===== src/rtl/can_pkg.sv =====
// Shared constants, state encoding and the CRC-15 step function for the
// CAN 2.0A receive path.
package can_pkg;

    localparam int CAN_CRC_W           = 15;
    localparam int CAN_ID_W            = 11;
    localparam int CAN_DLC_W           = 4;
    localparam int CAN_MAX_DATA_BITS   = 64;
    localparam int CAN_IDLE_BITS_DEF   = 11;
    localparam int CAN_STUFF_LIMIT_DEF = 5;

    // x^15 + x^14 + x^10 + x^8 + x^7 + x^4 + x^3 + 1, leading term implied
    localparam logic [CAN_CRC_W-1:0] CAN_CRC_POLY = 15'h4599;

    typedef logic [2:0] can_state_t;

    localparam can_state_t ST_WAIT_IDLE = 3'd0;
    localparam can_state_t ST_IDLE      = 3'd1;
    localparam can_state_t ST_ARB       = 3'd2;
    localparam can_state_t ST_CTRL      = 3'd3;
    localparam can_state_t ST_DATA      = 3'd4;
    localparam can_state_t ST_CRC       = 3'd5;
    localparam can_state_t ST_DELIM     = 3'd6;

    // One serial CRC-15 step: shift in one message bit MSB first
    function automatic logic [CAN_CRC_W-1:0] can_crc_step(
        input logic [CAN_CRC_W-1:0] crc,
        input logic                 din
    );
        logic fb;
        fb = din ^ crc[CAN_CRC_W-1];
        can_crc_step = {crc[CAN_CRC_W-2:0], 1'b0} ^ (fb ? CAN_CRC_POLY : {CAN_CRC_W{1'b0}});
    endfunction

endpackage


===== src/rtl/can_crc.sv =====
// Serial CAN CRC-15 generator: one message bit per enabled cycle.
module can_crc
    import can_pkg::*;
(
    input  logic                 clk,
    input  logic                 rst_n,
    input  logic                 en,
    input  logic                 din,
    output logic [CAN_CRC_W-1:0] crc
);

    logic [CAN_CRC_W-1:0] crc_q;
    logic [CAN_CRC_W-1:0] crc_d;

    // Next remainder: advance by one bit when enabled, otherwise hold
    always_comb begin
        if (en) begin
            crc_d = can_crc_step(crc_q, din);
        end else begin
            crc_d = crc_q;
        end
    end

    // Remainder register, cleared whenever the frame sequencer is idle
    always_ff @(posedge clk or negedge rst_n) begin
        if (!rst_n) begin
            crc_q <= {CAN_CRC_W{1'b0}};
        end else begin
            crc_q <= crc_d;
        end
    end

    assign crc = crc_q;

endmodule


===== src/rtl/can_rx_crc_ctrl.sv =====
// CAN 2.0A receive frame sequencer: destuffs the sampled bit stream, tracks
// frame fields, feeds the CRC-covered bits to can_crc and checks the
// received CRC sequence against the computed one.
module can_rx_crc_ctrl
    import can_pkg::*;
#(
    parameter int unsigned IDLE_BITS   = CAN_IDLE_BITS_DEF,
    parameter int unsigned STUFF_LIMIT = CAN_STUFF_LIMIT_DEF
) (
    input  logic                 clk,
    input  logic                 rst,
    input  logic                 bit_strobe,
    input  logic                 rx_bit,
    output logic [CAN_ID_W-1:0]  rx_id,
    output logic                 rx_rtr,
    output logic [CAN_DLC_W-1:0] rx_dlc,
    output logic [CAN_CRC_W-1:0] crc_rx,
    output logic [CAN_CRC_W-1:0] crc_calc,
    output logic                 frame_done,
    output logic                 crc_ok,
    output logic                 crc_err,
    output logic                 stuff_err,
    output logic                 form_err,
    output logic                 busy
);

    localparam logic [3:0] IDLE_LAST = 4'(IDLE_BITS - 1);
    localparam logic [3:0] RUN_MAX   = 4'(STUFF_LIMIT);

    can_state_t           state_q,    state_d;
    logic [3:0]           idle_cnt_q, idle_cnt_d;
    logic [6:0]           bit_cnt_q,  bit_cnt_d;
    logic [6:0]           data_len_q, data_len_d;
    logic [3:0]           run_len_q,  run_len_d;
    logic                 run_lvl_q,  run_lvl_d;
    logic [CAN_ID_W-1:0]  id_q,       id_d;
    logic                 rtr_q,      rtr_d;
    logic [CAN_DLC_W-1:0] dlc_q,      dlc_d;
    logic [CAN_CRC_W-1:0] crc_rx_q,   crc_rx_d;
    logic                 crc_en_q,   crc_en_d;
    logic                 crc_din_q,  crc_din_d;
    logic                 done_q,     done_d;
    logic                 ok_q,       ok_d;
    logic                 cerr_q,     cerr_d;
    logic                 serr_q,     serr_d;
    logic                 ferr_q,     ferr_d;
    logic                 busy_q,     busy_d;

    logic [CAN_DLC_W-1:0] dlc_new_s;
    logic [6:0]           data_len_s;
    logic                 crc_match_s;
    logic                 crc_rst_n_s;

    // DLC as it will look once the current bit is shifted in; the data
    // length saturates at 8 bytes and is zero for remote frames
    assign dlc_new_s   = {dlc_q[CAN_DLC_W-2:0], rx_bit};
    assign data_len_s  = rtr_q        ? 7'd0 :
                         dlc_new_s[3] ? 7'(CAN_MAX_DATA_BITS) :
                                        {1'b0, dlc_new_s[2:0], 3'b000};
    assign crc_match_s = (crc_rx_q == crc_calc);
    assign crc_rst_n_s = ~(rst | (state_q == ST_WAIT_IDLE));

    // Frame sequencing, destuffing and field capture, one step per strobe
    always_comb begin
        state_d    = state_q;
        idle_cnt_d = idle_cnt_q;
        bit_cnt_d  = bit_cnt_q;
        data_len_d = data_len_q;
        run_len_d  = run_len_q;
        run_lvl_d  = run_lvl_q;
        id_d       = id_q;
        rtr_d      = rtr_q;
        dlc_d      = dlc_q;
        crc_rx_d   = crc_rx_q;
        crc_en_d   = 1'b0;
        crc_din_d  = 1'b0;
        done_d     = 1'b0;
        ok_d       = 1'b0;
        cerr_d     = 1'b0;
        serr_d     = 1'b0;
        ferr_d     = 1'b0;
        if (bit_strobe) begin
            case (state_q)
                ST_WAIT_IDLE: begin
                    if (!rx_bit) begin
                        idle_cnt_d = 4'd0;
                    end else if (idle_cnt_q == IDLE_LAST) begin
                        idle_cnt_d = 4'd0;
                        state_d    = ST_IDLE;
                    end else begin
                        idle_cnt_d = idle_cnt_q + 4'd1;
                    end
                end
                ST_IDLE: begin
                    if (!rx_bit) begin
                        state_d   = ST_ARB;
                        crc_en_d  = 1'b1;
                        crc_din_d = 1'b0;
                        run_len_d = 4'd1;
                        run_lvl_d = 1'b0;
                        bit_cnt_d = 7'd0;
                        crc_rx_d  = {CAN_CRC_W{1'b0}};
                    end else begin
                        state_d = ST_IDLE;
                    end
                end
                ST_ARB, ST_CTRL, ST_DATA, ST_CRC: begin
                    if (run_len_q == RUN_MAX) begin
                        // Stuff slot: must be the opposite level, then dropped
                        if (rx_bit == run_lvl_q) begin
                            serr_d     = 1'b1;
                            state_d    = ST_WAIT_IDLE;
                            idle_cnt_d = 4'd0;
                        end else begin
                            run_len_d = 4'd1;
                            run_lvl_d = rx_bit;
                        end
                    end else begin
                        run_lvl_d = rx_bit;
                        run_len_d = (rx_bit == run_lvl_q) ? (run_len_q + 4'd1) : 4'd1;
                        case (state_q)
                            ST_ARB: begin
                                crc_en_d  = 1'b1;
                                crc_din_d = rx_bit;
                                if (bit_cnt_q == 7'd11) begin
                                    rtr_d     = rx_bit;
                                    bit_cnt_d = 7'd0;
                                    state_d   = ST_CTRL;
                                end else begin
                                    id_d      = {id_q[CAN_ID_W-2:0], rx_bit};
                                    bit_cnt_d = bit_cnt_q + 7'd1;
                                end
                            end
                            ST_CTRL: begin
                                crc_en_d  = 1'b1;
                                crc_din_d = rx_bit;
                                if (bit_cnt_q == 7'd0) begin
                                    // Extended frames are not handled here
                                    if (rx_bit) begin
                                        ferr_d     = 1'b1;
                                        state_d    = ST_WAIT_IDLE;
                                        idle_cnt_d = 4'd0;
                                    end else begin
                                        bit_cnt_d = 7'd1;
                                    end
                                end else if (bit_cnt_q == 7'd1) begin
                                    bit_cnt_d = 7'd2;
                                end else begin
                                    dlc_d = dlc_new_s;
                                    if (bit_cnt_q == 7'd5) begin
                                        data_len_d = data_len_s;
                                        bit_cnt_d  = 7'd0;
                                        state_d    = (data_len_s == 7'd0) ? ST_CRC : ST_DATA;
                                    end else begin
                                        bit_cnt_d = bit_cnt_q + 7'd1;
                                    end
                                end
                            end
                            ST_DATA: begin
                                crc_en_d  = 1'b1;
                                crc_din_d = rx_bit;
                                if (bit_cnt_q == (data_len_q - 7'd1)) begin
                                    bit_cnt_d = 7'd0;
                                    state_d   = ST_CRC;
                                end else begin
                                    bit_cnt_d = bit_cnt_q + 7'd1;
                                end
                            end
                            ST_CRC: begin
                                crc_rx_d = {crc_rx_q[CAN_CRC_W-2:0], rx_bit};
                                if (bit_cnt_q == 7'd14) begin
                                    bit_cnt_d = 7'd0;
                                    state_d   = ST_DELIM;
                                end else begin
                                    bit_cnt_d = bit_cnt_q + 7'd1;
                                end
                            end
                            default: begin
                                state_d = ST_WAIT_IDLE;
                            end
                        endcase
                    end
                end
                ST_DELIM: begin
                    state_d    = ST_WAIT_IDLE;
                    idle_cnt_d = 4'd0;
                    if (rx_bit) begin
                        done_d = 1'b1;
                        ok_d   = crc_match_s;
                        cerr_d = ~crc_match_s;
                    end else begin
                        ferr_d = 1'b1;
                    end
                end
                default: begin
                    state_d    = ST_WAIT_IDLE;
                    idle_cnt_d = 4'd0;
                end
            endcase
        end else begin
            state_d = state_q;
        end
        busy_d = (state_d != ST_WAIT_IDLE) && (state_d != ST_IDLE);
    end

    // State, counters, captured fields and registered pulse outputs
    always_ff @(posedge clk or posedge rst) begin
        if (rst) begin
            state_q    <= ST_WAIT_IDLE;
            idle_cnt_q <= 4'd0;
            bit_cnt_q  <= 7'd0;
            data_len_q <= 7'd0;
            run_len_q  <= 4'd0;
            run_lvl_q  <= 1'b0;
            id_q       <= {CAN_ID_W{1'b0}};
            rtr_q      <= 1'b0;
            dlc_q      <= {CAN_DLC_W{1'b0}};
            crc_rx_q   <= {CAN_CRC_W{1'b0}};
            crc_en_q   <= 1'b0;
            crc_din_q  <= 1'b0;
            done_q     <= 1'b0;
            ok_q       <= 1'b0;
            cerr_q     <= 1'b0;
            serr_q     <= 1'b0;
            ferr_q     <= 1'b0;
            busy_q     <= 1'b0;
        end else begin
            state_q    <= state_d;
            idle_cnt_q <= idle_cnt_d;
            bit_cnt_q  <= bit_cnt_d;
            data_len_q <= data_len_d;
            run_len_q  <= run_len_d;
            run_lvl_q  <= run_lvl_d;
            id_q       <= id_d;
            rtr_q      <= rtr_d;
            dlc_q      <= dlc_d;
            crc_rx_q   <= crc_rx_d;
            crc_en_q   <= crc_en_d;
            crc_din_q  <= crc_din_d;
            done_q     <= done_d;
            ok_q       <= ok_d;
            cerr_q     <= cerr_d;
            serr_q     <= serr_d;
            ferr_q     <= ferr_d;
            busy_q     <= busy_d;
        end
    end

    can_crc u_can_crc (
        .clk   (clk),
        .rst_n (crc_rst_n_s),
        .en    (crc_en_q),
        .din   (crc_din_q),
        .crc   (crc_calc)
    );

    assign rx_id      = id_q;
    assign rx_rtr     = rtr_q;
    assign rx_dlc     = dlc_q;
    assign crc_rx     = crc_rx_q;
    assign frame_done = done_q;
    assign crc_ok     = ok_q;
    assign crc_err    = cerr_q;
    assign stuff_err  = serr_q;
    assign form_err   = ferr_q;
    assign busy       = busy_q;

endmodule


===== config.mk =====
export PLATFORM = sky130hd
export DESIGN_NAME = can_rx_crc_ctrl
export DESIGN_NICKNAME = d
export VERILOG_FILES = /design/src/rtl/can_pkg.sv /design/src/rtl/can_crc.sv /design/src/rtl/can_rx_crc_ctrl.sv
export SDC_FILE = /design/constraint.sdc
export NUM_CORES = 1
export LEC_CHECK = 0
export CORE_ASPECT_RATIO = 2
export CORE_MARGIN = 4
export CORE_UTILIZATION = 52
export DETAILED_ROUTE_END_ITERATION = 16
export PLACE_DENSITY = 0.78
export SKIP_LAST_GASP = 1
export SYNTH_ARGS = -nofsm -noshare
export SYNTH_HDL_FRONTEND = slang
export SYNTH_HIERARCHICAL = 1
export SYNTH_SLANG_ARGS = --single-unit
export TNS_END_PERCENT = 5

===== constraint.sdc =====
create_clock -name clk -period 2.7 [get_ports clk]
set_input_delay 0.81 -clock clk [delete_from_list [all_inputs] [get_ports clk]]
set_output_delay 0.81 -clock clk [all_outputs]
set_load 0.02 [all_outputs]

# [Word level (Yosys, flattened, before mapping)]
# Index checks and enable logic that the tools add are counted.
[totals] regBits=80 inputBits=4 output_inout_bits=52
[op_classes] n_addsub=4 eq_ne=26 muxes=78 bitwise=9 reduce_logical=16
[ops] cell="$mux W7" n=11
[ops] cell="$mux W15" n=4
[ops] cell="$mux W4" n=11
[ops] cell="$mux W3" n=12
[ops] cell="$pmux W15 S2" n=1
[ops] cell="$mux W1" n=29
[ops] cell="$pmux W7 S4" n=1
[ops] cell="$reduce_and A6 Y1" n=3
[ops] cell="$eq A15 B15 Y1" n=1
[ops] cell="$ne A3 B3 Y1 const B" n=5
[ops] cell="$reduce_and A5 Y1" n=3
[ops] cell="$xor A15 B15 Y15" n=1
[ops] cell="$eq A7 B4 Y1 const B" n=2
[ops] cell="$logic_not A7 Y1" n=2
[ops] cell="$pmux W7 S2" n=1
[ops] cell="$pmux W3 S4" n=1
[ops] cell="$pmux W4 S3" n=1
[ops] cell="$eq A3 B3 Y1 const B" n=3
[ops] cell="$pmux W3 S3" n=1
[ops] cell="$add A4 B1 Y4 const B" n=2
[ops] cell="$pmux W4 S2" n=1
[ops] cell="$add A7 B1 Y7 const B" n=1
[ops] cell="$eq A7 B1 Y1 const B" n=1
[ops] cell="$eq A7 B3 Y1 const B" n=1
[ops] cell="24 further kinds" n=34

# [Depth between registers and ports, before layout]
[depth] depth_word=13 ltp_mapped=9 ltp_nobuf=7

# [Hierarchy]
# Netlist, hierarchy kept.
[by_module_without_submodules] mod="can_rx_crc_ctrl" n_inst=1 cells_per_inst=343 area_per_inst_um2=3472.1
[by_module_without_submodules] mod="can_crc" n_inst=1 cells_per_inst=41 area_per_inst_um2=633.1

# [Least setup slack after synthesis]
# Ideal clock, no wire load.
[synth_timing] path_type="input to register" start="in rx_bit" end="reg bit_cnt_q[5]" arrival_time_ps=2225 setup_slack_ps=397 path_stages=6 path_cell_list="buf_4 -> nand2b_1 -> a221oi_4 -> o21ai_2 -> or4_1 -> a21oi_1"
[synth_between] elab_chain_len=2 word_cells_on_any_way=3 classes_between="eq/ne: 2; reduce/logical: 1"
[synth_rtl] element="start, declared" line_no="can_rx_crc_ctrl.sv:13" text="input logic rx_bit,"
[synth_rtl] element="$ne A4 B4 Y1 (no line) or $ne A2 B2 Y1 (tied branches)"
[synth_rtl] element="$reduce_and A6 Y1 (no line) *"
[synth_rtl] element="end signal, assigned" line_no="can_rx_crc_ctrl.sv:230" text="bit_cnt_q <= bit_cnt_d;"
[synth_rtl] element="end, declared" line_no="can_rx_crc_ctrl.sv:32" text="logic [6:0] bit_cnt_q, bit_cnt_d;"
# Every way passes the cells marked *; elsewhere a longest branch is shown, timed or not.
# A chain may end at the register's enable or synchronous reset.

# [Worst setup path after layout]
[layout_timing] start="in bit_strobe" end="reg bit_cnt_q[5]"
[layout_between] elab_chain_len=1
[layout_rtl] element="start, declared" line_no="can_rx_crc_ctrl.sv:12" text="input logic bit_strobe,"
[layout_rtl] element="$reduce_and A6 Y1 (no line)"
# Every way passes these cells.

==> run_results.csv <==
group,metric,value,unit
power,fin_total_pwr,4.318,mW
timing,finalClockSkew,0.006061,ns
global_route,grt-busiest-layer,"met2",
synth,synthArstFlopShare,100.0,%
critical_path,reg2reg_depth,5,
clock_network,htreeDepth,3,
synth,synthTopCellsByArea,"dfrtp_1 (47%), mux2_2 (8.2%), xor2_1 (3.8%), xnor2_1 (3.2%), a22o_1 (3.0%)",
floorplanning,rows,45,
synth,syn_area,4105,sq um
global_route,grt_usage,22.93,%
critical_path,cpPeakStageDelay,0.53,ns
clock_network,path_clk_slew,0.06,ns
timing,holdWs,0.4891,ns
global_route,grt_max_degree,24,
floorplanning,coreArea,7657,sq um
timing,fin_setup_tns,0,ns
detailed_routing,drt_iter0_drc,280,
global_route,antenna_found_initial,0,
power,p_per_area,847.8,nW/um^2
detailed_routing,num_vias,3332,
clock_network,cts_buffer_depth,2,
critical_path,worstPathArrival,2.59,ns
critical_path,critical_path.endpoint,"bit_cnt_q[5]",
global_route,groute.layer.met3.usage,4.305,%
critical_path,slowest_stage,"or4_1",
global_route,grt_pass1_wl,16.82,mm
timing,slew_viol_final,0,
clock_network,insertion_delay,0.33,ns
clock_network,hold_buffers,0,
run,max_cap_viol_count,0,
placement,portBuffers,55,
timing,fin_crit,2.330,ns
synth,synth_area_leader_cell,"dfrtp_1",
floorplanning,dieArea,9466,sq um
critical_path,r2r-end,"idle_cnt_q[0]",
finish,final_cells,548,
detailed_routing,postRouteAntennaNets,0,
clock_network,ctsResizeCount,0,
synth,netlist_instances,384,
clock_network,cts.sinks,77,
detailed_routing,via_per_inst,6.080,
timing,fmax,429.2,MHz
placement,placed_cells,533,
power,worst_ir_drop_vdd,0.5145,mV
synth,syn_nets,397,
floorplanning,io_pins,56,
timing,maxSlewHeadroom,50.55,%
timing,period_share,86.29,%
global_route,first_global_vias,3426,
placement,gp_congestion,0.9363,
finish,drive_above_1_share,16.52,%
finish,fill_cells,619,
critical_path,cp_max_fo,2,
timing,rsz0062_at_grt,"false",
floorplanning,die_w,70.83,um
power,p_leak,2.278,nW
critical_path,crit_chain,"clkdlybuf4s50_1, a21bo_2, a221oi_4, o21ai_2, or4_1, a21oi_1",
clock_network,cts_buffers,9,
synth,syn_area_per_cell,10.69,sq um
floorplanning,die_y,133.7,um
synth,synth_top_flop_cell,"dfrtp_1",
global_route,gr-total-overflow,0,
critical_path,setup.worst_path.start,"bit_strobe",
global_route,use_met2,42.24,%
finish,seqCellArea,1927,sq um
critical_path,cp-end-kind,"flip-flop",
min_path,hp-class,"reg -> reg",
finish,nets,463,
finish,multiInputGateArea,2004,sq um
detailed_routing,first_pass_iters,4,
detailed_routing,wl_per_cell,19.03,um
synth,yosysSeqAreaShare,46.94,%
detailed_routing,drc_errors,0,
synth,yosys_register_bits,77,
synth,synth_edf_count,0,
critical_path,r2r_slack,0.41,ns
timing,tightest_slew,0.7350,ns
placement,dp.final_hpwl,7.885,mm
synth,synth.yosys.warnings,6,
clock_network,cts_setup_buffers,0,
global_route,grt_use_met1,22.11,%
critical_path,start_kind,"input port",
outcome,status,"finished, final reports clean",
timing,hold_viol,0,
floorplanning,initial_utilization,53.61,%
finish,diodes,0,
critical_path,r2r_start,"bit_cnt_q[3]",
synth,synth_top_area_share,46.94,%
critical_path,crit_type,"in -> reg",
timing,setup_viol,0,
critical_path,crit_required,2.96,ns
synth,synth_cell_types,58,
detailed_routing,drt-total-wl,10.43,mm
clock_network,cts_root_buf,"clkbuf_16",
clock_network,cts_tree,"built",
finish,syn2layout_area_growth,24.08,%
-- stage by stage --
stage	util (%)	worst slack, ns	area, sq um
finish	66.52	0.3702	5094
global route	66.52	0.3208	5094
CTS	66.52	0.3633	5094
detailed placement	62.73	0.05026	4803
global placement	62.73	0.09994	4803
floorplan	-	0.3486	4105
-- critical path: cells and delay by family --
family	cells	cell delay, ns
AOI/OAI and AO/OA	4	0.75
buffers and inverters	1	0.50
and+or+nand+nor	1	0.53
-- state kept, by name (all words and copies together), names as in the netlist, 3 cells and up --
name,flops
crc_rx,15
u_can_crc/crc,15
rx_id,11
bit_cnt_q,7
data_len_q,4
idle_cnt_q,4
run_len_q,4
rx_dlc,4
state_q,3
-- report_power, final --
group / internal (mW) / leakage (nW) / switching, mW / total, mW
clock: 0.710 / 0.141 / 0.474 / 1.18
sequential: 1.37 / 1.03 / 0.312 / 1.68
combinational: 0.725 / 1.11 / 0.727 / 1.45
total: 2.81 / 2.28 / 1.51 / 4.32
-- final cells by class --
| type | instances | area share, % |
|---|---|---|
| Multi-Input combinational cell | 275 | 39.35 |
| Clock buffer | 9 | 4.422 |
| Timing Repair Buffer | 74 | 13.85 |
| Inverter | 13 | 0.9580 |
| Tap cell | 94 | 2.309 |
| Sequential cell | 77 | 37.83 |
| Clock inverter | 6 | 1.277 |
-- Yosys cell counts (2+ instances only) --
| cell type | instances |
|---|---|
| a21o_1 | 2 |
| a21oi_1 | 13 |
| a22o_1 | 14 |
| a2bb2oi_1 | 2 |
| a31oi_1 | 2 |
| and3b_1 | 2 |
| buf_2 | 5 |
| buf_4 | 4 |
| buf_6 | 2 |
| clkbuf_1 | 6 |
| dfrtp_1 | 77 |
| ha_1 | 9 |
| inv_1 | 13 |
| mux2_2 | 30 |
| nand2_1 | 28 |
| nand2b_1 | 7 |
| nand3_1 | 12 |
| nand3b_1 | 5 |
| nand4_1 | 8 |
| nor2_1 | 26 |
| nor2b_1 | 7 |
| nor3_1 | 9 |
| nor3b_1 | 3 |
| nor4_1 | 6 |
| nor4b_1 | 3 |
| o21ai_0 | 14 |
| o31ai_1 | 10 |
| o41ai_1 | 2 |
| or3_1 | 3 |
| xnor2_1 | 15 |
| xor2_1 | 18 |
-- metal layers --
layer | wire, um | up-vias
met3 | 360 | 39
met1 | 3621 | 1667
li1 | - | 1520
met5 | 0 | -
met4 | 642 | 0
met2 | 5804 | 106
-- kinds of logic after synthesis --
| logic type | count (synthesis) | share of synthesized area [%] |
|---|---|---|
| buffers and inverters | 32 | 4.236 |
| and+or+nand+nor | 126 | 16.25 |
| AOI/OAI and AO/OA | 76 | 13.90 |
| DFF | 77 | 46.94 |
| xor gates and xnor gates | 34 | 7.711 |
| adders and majority gates | 9 | 2.743 |
| muxes | 30 | 8.229 |
-- worst min-delay path by stage --
stage | startpoint | endpoint | slack (ns) | cells past startpoint
2_1_floorplan | idle_cnt_q[3] | idle_cnt_q[3] | 0.45 | 1
3_3_place_gp | idle_cnt_q[3] | idle_cnt_q[3] | 0.48 | 1
3_5_place_dp | idle_cnt_q[3] | idle_cnt_q[3] | 0.49 | 1
4_1_cts | idle_cnt_q[3] | idle_cnt_q[3] | 0.49 | 1
5_1_grt | idle_cnt_q[3] | idle_cnt_q[3] | 0.52 | 1
6_report | idle_cnt_q[3] | idle_cnt_q[3] | 0.49 | 1
-- placed cells by master, fill, tap and decap left out, drive strengths merged, types with 2 or more instances in the layout --
master	netlist	final
and3b	2	2
nor2b	7	7
clkdlybuf4s50	0	55
ha	9	9
a21o	3	3
a31oi	2	2
o21ai	15	15
a2bb2oi	2	2
clkinv	0	4
buf	12	19
nand3b	5	5
xor2	18	18
nand2	28	28
a22o	14	14
nor3b	3	3
mux2	30	30
nand3	12	12
or3	3	3
nand2b	7	7
nor3	9	9
a21oi	13	13
nor2	26	26
o31ai	10	10
nand4	8	8
nor4b	3	3
xnor2	16	16
or4	2	2
nor4	6	6
clkbuf	7	9
a211o	2	2
inv	13	13
o41ai	3	3
dfrtp	77	77
Note: power is estimated with default switching activity, not from simulation.
